`src/rtl/dht11_reader.sv`:
```
// DHT11 single-wire transaction engine: start condition, response timing,
// 40-bit capture measured in microsecond strobes, checksum verification.
module dht11_reader #(
    parameter int START_LOW_US  = 18000,
    parameter int TIMEOUT_US    = 200,
    parameter int BIT_THRESH_US = 40
) (
    input  logic       clk,
    input  logic       reset,
    input  logic       clk_1m,
    input  logic       start,
    input  logic       dq_in,
    output logic       dq_oe,
    output logic       busy,
    output logic       done,
    output logic       valid,
    output logic [1:0] err,
    output logic [7:0] hum_int,
    output logic [7:0] hum_dec,
    output logic [7:0] temp_int,
    output logic [7:0] temp_dec
);

    typedef enum logic [2:0] {
        S_IDLE, S_START_LOW, S_RELEASE_WAIT, S_RESP_LOW,
        S_RESP_HIGH, S_BIT_LOW, S_BIT_HIGH, S_CHECK
    } state_t;

    localparam logic [15:0] START_C  = 16'(START_LOW_US);
    localparam logic [15:0] TIMEOUT_C = 16'(TIMEOUT_US);
    localparam logic [15:0] THRESH_C = 16'(BIT_THRESH_US);

    state_t      state_q;
    logic        clk_1m_q;
    logic        dq_s1_q, dq_s2_q, dq_s3_q;
    logic [15:0] cnt_q, cnt_d;
    logic [5:0]  idx_q;
    logic [39:0] shift_q;
    logic        dq_oe_q, busy_q, done_q, valid_q;
    logic [1:0]  err_q;
    logic [7:0]  hum_int_q, hum_dec_q, temp_int_q, temp_dec_q;

    logic       us, dq_rise, dq_fall, timeout, bit_val;
    logic [7:0] sum;

    assign us      = clk_1m & ~clk_1m_q;
    assign dq_rise = dq_s2_q & ~dq_s3_q;
    assign dq_fall = ~dq_s2_q & dq_s3_q;
    assign cnt_d   = (us && cnt_q != 16'hFFFF) ? cnt_q + 16'd1 : cnt_q;
    assign timeout = cnt_q > TIMEOUT_C;
    assign bit_val = cnt_q > THRESH_C;
    assign sum     = shift_q[39:32] + shift_q[31:24] + shift_q[23:16] + shift_q[15:8];

    always_ff @(posedge clk) begin
        if (reset) begin
            state_q    <= S_IDLE;
            clk_1m_q   <= 1'b0;
            // Synchronizer idles at the pulled-up level so reset never fakes an edge
            dq_s1_q    <= 1'b1;
            dq_s2_q    <= 1'b1;
            dq_s3_q    <= 1'b1;
            cnt_q      <= '0;
            idx_q      <= '0;
            shift_q    <= '0;
            dq_oe_q    <= 1'b0;
            busy_q     <= 1'b0;
            done_q     <= 1'b0;
            valid_q    <= 1'b0;
            err_q      <= 2'd0;
            hum_int_q  <= '0;
            hum_dec_q  <= '0;
            temp_int_q <= '0;
            temp_dec_q <= '0;
        end else begin
            clk_1m_q <= clk_1m;
            dq_s1_q  <= dq_in;
            dq_s2_q  <= dq_s1_q;
            dq_s3_q  <= dq_s2_q;
            done_q   <= 1'b0;
            cnt_q    <= cnt_d;
            case (state_q)
                S_IDLE: if (start) begin
                    state_q <= S_START_LOW;
                    busy_q  <= 1'b1;
                    dq_oe_q <= 1'b1;
                    cnt_q   <= '0;
                end
                S_START_LOW: if (cnt_q >= START_C) begin
                    state_q <= S_RELEASE_WAIT;
                    dq_oe_q <= 1'b0;
                    cnt_q   <= '0;
                end
                S_RELEASE_WAIT, S_RESP_LOW, S_RESP_HIGH: begin
                    if ((state_q == S_RELEASE_WAIT && dq_fall) ||
                        (state_q == S_RESP_LOW && dq_rise) ||
                        (state_q == S_RESP_HIGH && dq_fall)) begin
                        state_q <= (state_q == S_RELEASE_WAIT) ? S_RESP_LOW :
                                   (state_q == S_RESP_LOW)     ? S_RESP_HIGH : S_BIT_LOW;
                        idx_q   <= '0;
                        cnt_q   <= '0;
                    end else if (timeout) begin
                        state_q <= S_IDLE;
                        busy_q  <= 1'b0;
                        done_q  <= 1'b1;
                        err_q   <= 2'd1;
                    end
                end
                S_BIT_LOW: begin
                    if (dq_rise) begin
                        state_q <= S_BIT_HIGH;
                        cnt_q   <= '0;
                    end else if (timeout) begin
                        state_q <= S_IDLE;
                        busy_q  <= 1'b0;
                        done_q  <= 1'b1;
                        err_q   <= 2'd2;
                    end
                end
                S_BIT_HIGH: begin
                    if (dq_fall) begin
                        shift_q <= {shift_q[38:0], bit_val};
                        state_q <= (idx_q == 6'd39) ? S_CHECK : S_BIT_LOW;
                        idx_q   <= idx_q + 6'd1;
                        cnt_q   <= '0;
                    end else if (timeout) begin
                        state_q <= S_IDLE;
                        busy_q  <= 1'b0;
                        done_q  <= 1'b1;
                        err_q   <= 2'd2;
                    end
                end
                S_CHECK: begin
                    if (sum == shift_q[7:0]) begin
                        hum_int_q  <= shift_q[39:32];
                        hum_dec_q  <= shift_q[31:24];
                        temp_int_q <= shift_q[23:16];
                        temp_dec_q <= shift_q[15:8];
                        valid_q    <= 1'b1;
                        err_q      <= 2'd0;
                    end else begin
                        err_q <= 2'd3;
                    end
                    state_q <= S_IDLE;
                    busy_q  <= 1'b0;
                    done_q  <= 1'b1;
                    cnt_q   <= '0;
                end
                default: state_q <= S_IDLE;
            endcase
        end
    end

    assign dq_oe    = dq_oe_q;
    assign busy     = busy_q;
    assign done     = done_q;
    assign valid    = valid_q;
    assign err      = err_q;
    assign hum_int  = hum_int_q;
    assign hum_dec  = hum_dec_q;
    assign temp_int = temp_int_q;
    assign temp_dec = temp_dec_q;

endmodule

```
`config.mk`:
```
export PLATFORM = sky130hd
export DESIGN_NAME = dht11_reader
export DESIGN_NICKNAME = d
export VERILOG_FILES = /design/src/rtl/dht11_reader.sv
export SDC_FILE = /design/constraint.sdc
export NUM_CORES = 1
export LEC_CHECK = 0
export ABC_CLOCK_PERIOD_IN_PS = 6300
export CORE_MARGIN = 1
export CORE_UTILIZATION = 46
export CTS_CLUSTER_SIZE = 25
export DETAILED_ROUTE_END_ITERATION = 8
export GPL_TIMING_DRIVEN = 0
export PLACE_DENSITY = 0.66
export SYNTH_ARGS = -nofsm -noshare
export SYNTH_HDL_FRONTEND = slang
export SYNTH_SLANG_ARGS = --single-unit
export TNS_END_PERCENT = 50
```
`constraint.sdc`:
```
create_clock -name clk -period 6.3 [get_ports clk]
set_input_delay 0.945 -clock clk [delete_from_list [all_inputs] [get_ports clk]]
set_output_delay 0.945 -clock clk [all_outputs]
set_load 0.03 [all_outputs]
```
==> results of run 1 <==
where the power goes:
part	switching (mW)	total, mW	internal, mW
sequential	0.00304	0.683	0.680
combinational	0.0334	0.0485	0.0151
clock	0.251	0.451	0.200
total	0.288	1.18	0.895
layout make-up:
cell class / count / area, sq um
fill: 973 / 4640
timing repair buffer: 41 / 410
sequential: 107 / 2140
tap: 136 / 170
clock inverter: 6 / 72.6
buffer: 40 / 158
multi-input combinational: 442 / 2710
clock buffer: 10 / 138
inverter: 17 / 63.8
metal layers:
layer	wire (um)	global-route usage, %	up-vias
li1	-	-	2216
met1	5830	30.6	2181
met2	6090	37.4	117
met3	673	5.78	11
met4	148	6.36	0
met5	0	0	-
flip-flops by register name (all words and copies together), names as in the netlist, 2 cells and up:
name / flops
err: 2
temp_int: 8
hum_dec: 8
temp_dec: 8
idx_q: 6
cnt_q: 16
state_q: 3
hum_int: 8
shift_q: 40
cell families (layout without fill, tap and decap cells):
| kind of cell | count (synthesis) | after routing | share of synthesized area [%] |
|---|---|---|---|
| buf+inv | 57 | 114 | 4.36 |
| xor+xnor | 34 | 34 | 6.71 |
| compound gates | 162 | 162 | 18.1 |
| simple gates | 222 | 222 | 20.7 |
| flops | 107 | 107 | 42.2 |
| fa+ha+maj | 24 | 24 | 7.99 |
worst min path at each step:
stage | from | end | slack, ns | cells after the start
after floorplan | dq_s1_q$_SDFF_PP1_ | dq_s2_q$_SDFF_PP1_ | 0.39 | 1
after global placement | dq_s1_q$_SDFF_PP1_ | dq_s2_q$_SDFF_PP1_ | 0.39 | 1
after detailed placement | dq_s1_q$_SDFF_PP1_ | dq_s2_q$_SDFF_PP1_ | 0.40 | 1
after CTS | dq_s1_q$_SDFF_PP1_ | dq_s2_q$_SDFF_PP1_ | 0.42 | 1
after global routing | dq_s1_q$_SDFF_PP1_ | dq_s2_q$_SDFF_PP1_ | 0.43 | 1
final | dq_s1_q$_SDFF_PP1_ | dq_s2_q$_SDFF_PP1_ | 0.42 | 1
critical path, cell delays in order (launching register included):
cell and delay, ns:
dfxtp_1 0.40, fa_1 0.55, inv_1 0.05, fa_1 0.49
inv_1 0.04, ha_1 0.21, fa_1 0.41, xor3_1 0.21
nor4_1 0.30, o21ai_0 0.27, or2_2 0.36, a2111oi_0 0.93
o41ai_1 0.18
through the flow:
stage          hold WS (ns)  power, mW
3_3_place_gp          0.393      0.746
6_report              0.421       1.18
4_1_cts               0.424       1.19
3_5_place_dp          0.398      0.746
2_1_floorplan         0.389      0.731
5_1_grt               0.433       1.22
cells in the final DEF (no fill, tap or decap), drive strengths merged, types with 2 or more instances in the layout:
master	instances
a31oi	2
clkdlybuf4s50	41
a21oi	86
ha	10
o21bai	2
o21ai	46
a21o	3
nor2	39
nand3	5
clkbuf	46
xor2	17
dfxtp	107
a211oi	4
a311oi	3
clkinv	3
a211o	2
nand2	96
and2	2
inv	19
fa	14
xnor2	14
or3	4
buf	4
nor2b	3
xnor3	2
a2111oi	2
nand2b	5
nor4	4
and3	7
or2	7
nor3	4
nand4	43
==> results by group, run 1 <==
Detailed routing
  • Average wire per standard cell: 15.9 um
  • Total via count after detailed routing: 4525
  • DRC violation count after routing: 0
  • Detailed Route Iter0 Violations: 261
  • Detailed-route wire length: 12.7 mm
  • Iteration count of the initial detailed-routing pass: 5
  • Vias per inst: 5.66
  • Post-route antenna net violation count: 0

Clocking
  • Root Buffer: clkbuf_8
  • Clock tree from TritonCTS: built
  • Reg clk slew, reported paths: 0.10 ns
  • Insertion delay to the later sink of the worst-skew pair: 0.39 ns
  • H-tree depth reported by CTS: 3
  • Resize count post-CTS: 0
  • CTS hold repair buffers: 0
  • Num Clock Sinks: 107
  • Clock buffer count from CTS: 9
  • Post-CTS repair timing setup buffer count: 0
  • Buffers from clock root to sink, at most: 2

Final layout
  • Share of layout cells above drive strength 1: 4.68%
  • Area added between synthesis and finish: 15.6%
  • Final net count: 687
  • Antenna fix cells: 0
  • Total non-filler cell area in the finished layout: 0.00587 sq mm
  • Cell Count, Final, Fillers Out: 799
  • Fraction of the core area covered by cells at the end of the flow: 55.8%

Worst setup path
  • Worst r2r path cells: 12
  • Crit-path max FO: 4
  • Worst setup startpoint: shift_q[9]$_SDFFE_PP0P_
  • Register-to-Register Setup Slack: 1.74 ns
  • CP Class: reg2reg
  • Required @ worst endpoint: 6.54 ns
  • Sort of element at the start of the critical path: flop
  • Element type at the critical path end: flop
  • Launch point of the worst reg-to-reg path: shift_q[9]$_SDFFE_PP0P_
  • Crit path DAT: 4.80 ns
  • Endpoint of the most critical setup path: err[0]$_SDFFE_PP0P_
  • Reg-to-Reg End: err[0]$_SDFFE_PP0P_

Synthesis
  • Post-synth cell types: 51
  • Leading cell types by count after synthesis: dfxtp_1, nand2_1, a21oi_1, o21ai_0, nand4_1
  • Prevailing post-synth register cell: dfxtp_1
  • Portion of the post-synthesis area used by sequential elements: between 40% and 50%
  • Most common cell in the netlist: dfxtp_1
  • Most area-hungry cell type in the Yosys netlist: dfxtp_1
  • Nets in the synthesized netlist: 635
  • Post-synth EDFFs: 0
  • Yosys synthesis warning count: 0
  • Area of the mapped netlist: 0.00507 sq mm
  • Synthesized netlist cell count: between 600 and 700
  • Post-synth ARST share: 0%
  • Area fraction of the dominant cell type after synthesis: 42.2%
  • Flops & latches, synth: 107
  • Most area-consuming cells after synthesis: dfxtp_1, a21oi_1, nand2_1, fa_1, nand4_1
  • Mean instance size in the synthesized netlist: 8.37 sq um

Die
  • Chip width: 107 um
  • Number of I/O pins: between 40 and 50
  • Area of the core: 0.0105 sq mm
  • Site row count: 37
  • Effective utilization at floorplan: 48.3%
  • Die Outline Area: 0.0115 sq mm
  • Die extent in y: 107 um

STA
  • Slew @ Worst Pin: ~1.3 ns
  • Post-layout min period: 4.56 ns
  • TNS Setup: 0 ns
  • Final period utilization: 72.4%
  • Worst path setup slack after routing: 1.74 ns
  • Final Max Slew Viols: 0
  • Final Hold Viols: 0
  • Layout Skew: 0.00905 ns
  • Number of endpoints failing setup at the final stage: 0
  • Unrepaired setup endpoints after global routing: false
  • Worst slew slack as a fraction of its limit: 9.84%
  • Upper clock frequency limit: between 0.2 and 0.25 GHz

Place
  • Number of placed instances, taps included: a little under 800
  • Post-Place Worst Slack: 1.81 ns
  • Final HPWL DP: 9.40 mm
  • Number of buffers added on ports: 41
  • Gp weighted congestion: 0.864
  • Post-place instance area: 0.00566 sq mm

Global route
  • Leftover overflow at the end of global routing: 0
  • Antenna violations before repair: 0
  • Number of global-route vias before repair: 4184
  • Overall track demand over capacity in global routing: between 20% and 30%
  • Maximum number of pins on one net before global-route repair: 19
  • Wire length of the first global-routing pass: 20.5 mm

Power
  • IR drop worst, VDD: ~0.18 mV
  • Leakage power total: 2.01 nW
  • Power Density: about 200 mW/mm^2

Run
  • Count of maximum capacitance violations: 0

Hold path
  • Worst hold-check path type: reg2reg

Status
  • Result of the run: complete, no violations
(Power assumes the default switching activity.)
==> run 2, diff against run 1 <==
- ABC_CLOCK_PERIOD_IN_PS: 6300 -> 4700
- clock period: 6.3 -> 4.7 ns (I/O delays scaled with it)
==> run 2 against run 1 <==
  * Global-route usage unchanged
  * Setup slack worse by 1.4 ns
  * Worst hold slack about the same
  * Non-clock buffer count unchanged
  * Final area about the same
  * Critical path depth unchanged
  * Flip-flop and latch count unchanged
  * Critical endpoint unchanged
==> results by group, run 2 (synthesis gave the netlist of run 1 again) <==
STA
  • Final Hold Viols: 0 (unchanged)
  • Unrepaired setup endpoints after global routing: false
  • Worst slew slack as a fraction of its limit: 7.81% (-2.0 points)
  • Layout Skew: 0.00819 ns (-0.000858 ns)
  • TNS Setup: 0 ns (unchanged)
  • Slew @ Worst Pin: 1.37 ns (+0.0302 ns)
  • Number of endpoints failing setup at the final stage: 0 (unchanged)
  • Final period utilization: 92.4% (+20 points)
  • Post-layout min period: 4.34 ns (-0.217 ns)
  • Final Max Slew Viols: 0 (unchanged)
  • Upper clock frequency limit: 0.230 GHz (+5.0%)

Worst setup path
  • Delay of the slowest cell on the worst path: 0.73 ns (-0.20 ns)
  • Sort of element at the start of the critical path: flop
  • Element type at the critical path end: flop
  • Cell occurring most often along the worst timing path: fa_1
  • Crit path DAT: 4.59 ns (-0.21 ns)
  • Required @ worst endpoint: 4.95 ns (-1.59 ns)
  • CP max-delay cell: a2111oi_1
  • Crit-path max FO: 4 (unchanged)
  • Cell-by-cell listing of the critical path: fa_1 > inv_1 > fa_1 > inv_1 > ha_1 > fa_1 > xor3_1 > nor4_1 > o21ai_0 > or2_2 > a2111oi_1 > o41ai_1
  • CP Class: reg2reg

Power
  • Power Density: 270 mW/mm^2 (+34%)
  • Reg power frac: 57.8% (about the same)
  • Leakage power total: 2.01 nW (about the same)
  • Part of the power in combinational logic: 4.1% (about the same)
  • IR drop worst, VDD: 0.236 mV (+34%)
  • Clock group share of total power: 38.1% (about the same)
  • Internal power consumption: 1.20 mW (+34%)
  • Net switching power: 0.386 mW (+34%)
  • Switching part of the total: 24.3% (about the same)
  • Overall Power: 1.59 mW (+34%)

Final layout
  • Most frequent standard cell in the layout excluding fill and tap cells: dfxtp_1
  • Number of flip-flops under the largest register name: 40 (unchanged)
  • Commonest cells after routing, fill and taps aside: dfxtp_1, nand2_1, a21oi_1
  • Area added between synthesis and finish: 15.6% (about the same)
  • Final net count: 687 (unchanged)
  • Sequential cell area: 0.00214 sq mm (unchanged)
  • Footprint of the multi-input gates: 0.00271 sq mm (about the same)
  • Share of layout cells above drive strength 1: 4.68% (unchanged)
  • Largest reg by FF count: shift_q
  • Fillers: 973 (unchanged)
  • Antenna fix cells: 0 (unchanged)
  • Largest registers: shift_q x40, cnt_q x16

Global route
  • Number of global-route vias before repair: 4184 (unchanged)
  • Most congested layer reported by global routing: met2
  • Met1 track demand over resource in global routing: 30.6% (unchanged)
  • Antenna violations before repair: 0 (unchanged)
  • Overall track demand over capacity in global routing: 23.1% (unchanged)
  • Wire length of the first global-routing pass: 20.5 mm (unchanged)
  • Met2 capacity usage during global routing: 37.4% (unchanged)
  • Maximum number of pins on one net before global-route repair: 19 (unchanged)
  • Leftover overflow at the end of global routing: 0 (unchanged)
  • Met3 layer usage reported by global route: 5.78% (unchanged)

Detailed routing
  • Average wire per standard cell: 16.0 um (+0.16%)
  • DRC violation count after routing: 0 (unchanged)
  • Total via count after detailed routing: 4520 (-0.11%)
  • Vias per inst: 5.66 (-0.11%)
  • Post-route antenna net violation count: 0 (unchanged)
  • Detailed Route Iter0 Violations: 252 (-3.4%)
  • Iteration count of the initial detailed-routing pass: 5 (unchanged)
  • Detailed-route wire length: 12.8 mm (+0.16%)

Place
  • Gp weighted congestion: 0.864 (unchanged)
  • Number of buffers added on ports: 41 (unchanged)
  • Final HPWL DP: 9.40 mm (unchanged)

Hold path
  • Worst hold-check path type: reg2reg

Die
  • Number of I/O pins: 43 (unchanged)
  • Die Outline Area: 0.0115 sq mm (unchanged)
  • Area of the core: 0.0105 sq mm (unchanged)
  • Die extent in y: 107 um (unchanged)
  • Chip width: 107 um (unchanged)
  • Site row count: 37 (unchanged)
  • Effective utilization at floorplan: 48.3% (unchanged)

Clocking
  • Clock tree from TritonCTS: built
  • Buffers from clock root to sink, at most: 2 (unchanged)
  • Num Clock Sinks: 107 (unchanged)
  • CTS hold repair buffers: 0 (unchanged)
  • H-tree depth reported by CTS: 3 (unchanged)
  • Resize count post-CTS: 0 (unchanged)
  • Insertion delay to the later sink of the worst-skew pair: 0.39 ns (about the same)
  • Clock buffer count from CTS: 9 (unchanged)
  • Post-CTS repair timing setup buffer count: 0 (unchanged)
  • Reg clk slew, reported paths: 0.10 ns (about the same)
  • Root Buffer: clkbuf_8

Run
  • Count of maximum capacitance violations: 0 (unchanged)

Status
  • Result of the run: complete, no violations
[run 2: cell counts in the layout (fill, tap and decap cells not counted)]
Identical to the previous run, type by type.
[run 2: final cells by class]
cell class | count | share of cell area, %
buffer | 40 | 2.69
sequential | 107 | 36.5
timing repair buffer | 41 | 6.99
tap | 136 | 2.90
multi-input combinational | 442 | 46.2
inverter | 17 | 1.09
clock buffer | 10 | 2.35
clock inverter | 6 | 1.24
[run 2: metal layers]
layer  up-vias  routed length, um
met5         -                  0
met4         0                148
met3        11                590
met2       109               6090
met1      2182               5930
li1       2218                  -
[run 2: metrics by stage]
stage / std cells / instance area, sq um / hold WS, ns / utilization, % / worst slack, ns
4_1_cts: 799 / 5870 / 0.424 / 55.8 / 0.177
2_1_floorplan: 606 / 5070 / 0.389 / - / 0.994
6_report: 799 / 5870 / 0.421 / 55.8 / 0.357
3_5_place_dp: 783 / 5660 / 0.398 / 53.8 / 0.208
3_3_place_gp: 783 / 5660 / 0.393 / 53.8 / 0.239
5_1_grt: 799 / 5870 / 0.433 / 55.8 / 0.172
[run 2: path summary, 6_finish.rpt]
check,startpoint,end,depth (start not counted),slack [ns]
setup / recovery,shift_q[9]$_SDFFE_PP0P_,err[0]$_SDFFE_PP0P_,12,0.36
hold / removal,dq_s1_q$_SDFF_PP1_,dq_s2_q$_SDFF_PP1_,1,0.42
setup reg to reg,shift_q[9]$_SDFFE_PP0P_,err[0]$_SDFFE_PP0P_,12,0.36
hold reg to reg,dq_s1_q$_SDFF_PP1_,dq_s2_q$_SDFF_PP1_,1,0.42
[run 2: critical path, delay by kind of cell, from the launching register on]
kind,cells,cell delay [ns]
compound gates,3,1.17
xor+xnor,1,0.21
fa+ha+maj,4,1.66
buf+inv,2,0.09
flops,1,0.40
simple gates,2,0.66
[run 2: power by group through the flow]
stage	sequential (mW)	combinational, mW	clock (mW)
finish	0.916	0.0650	0.604
global route	0.917	0.0709	0.653
CTS	0.916	0.0647	0.620
detailed placement	0.936	0.0642	0
global placement	0.936	0.0635	0
floorplan	0.939	0.0401	0
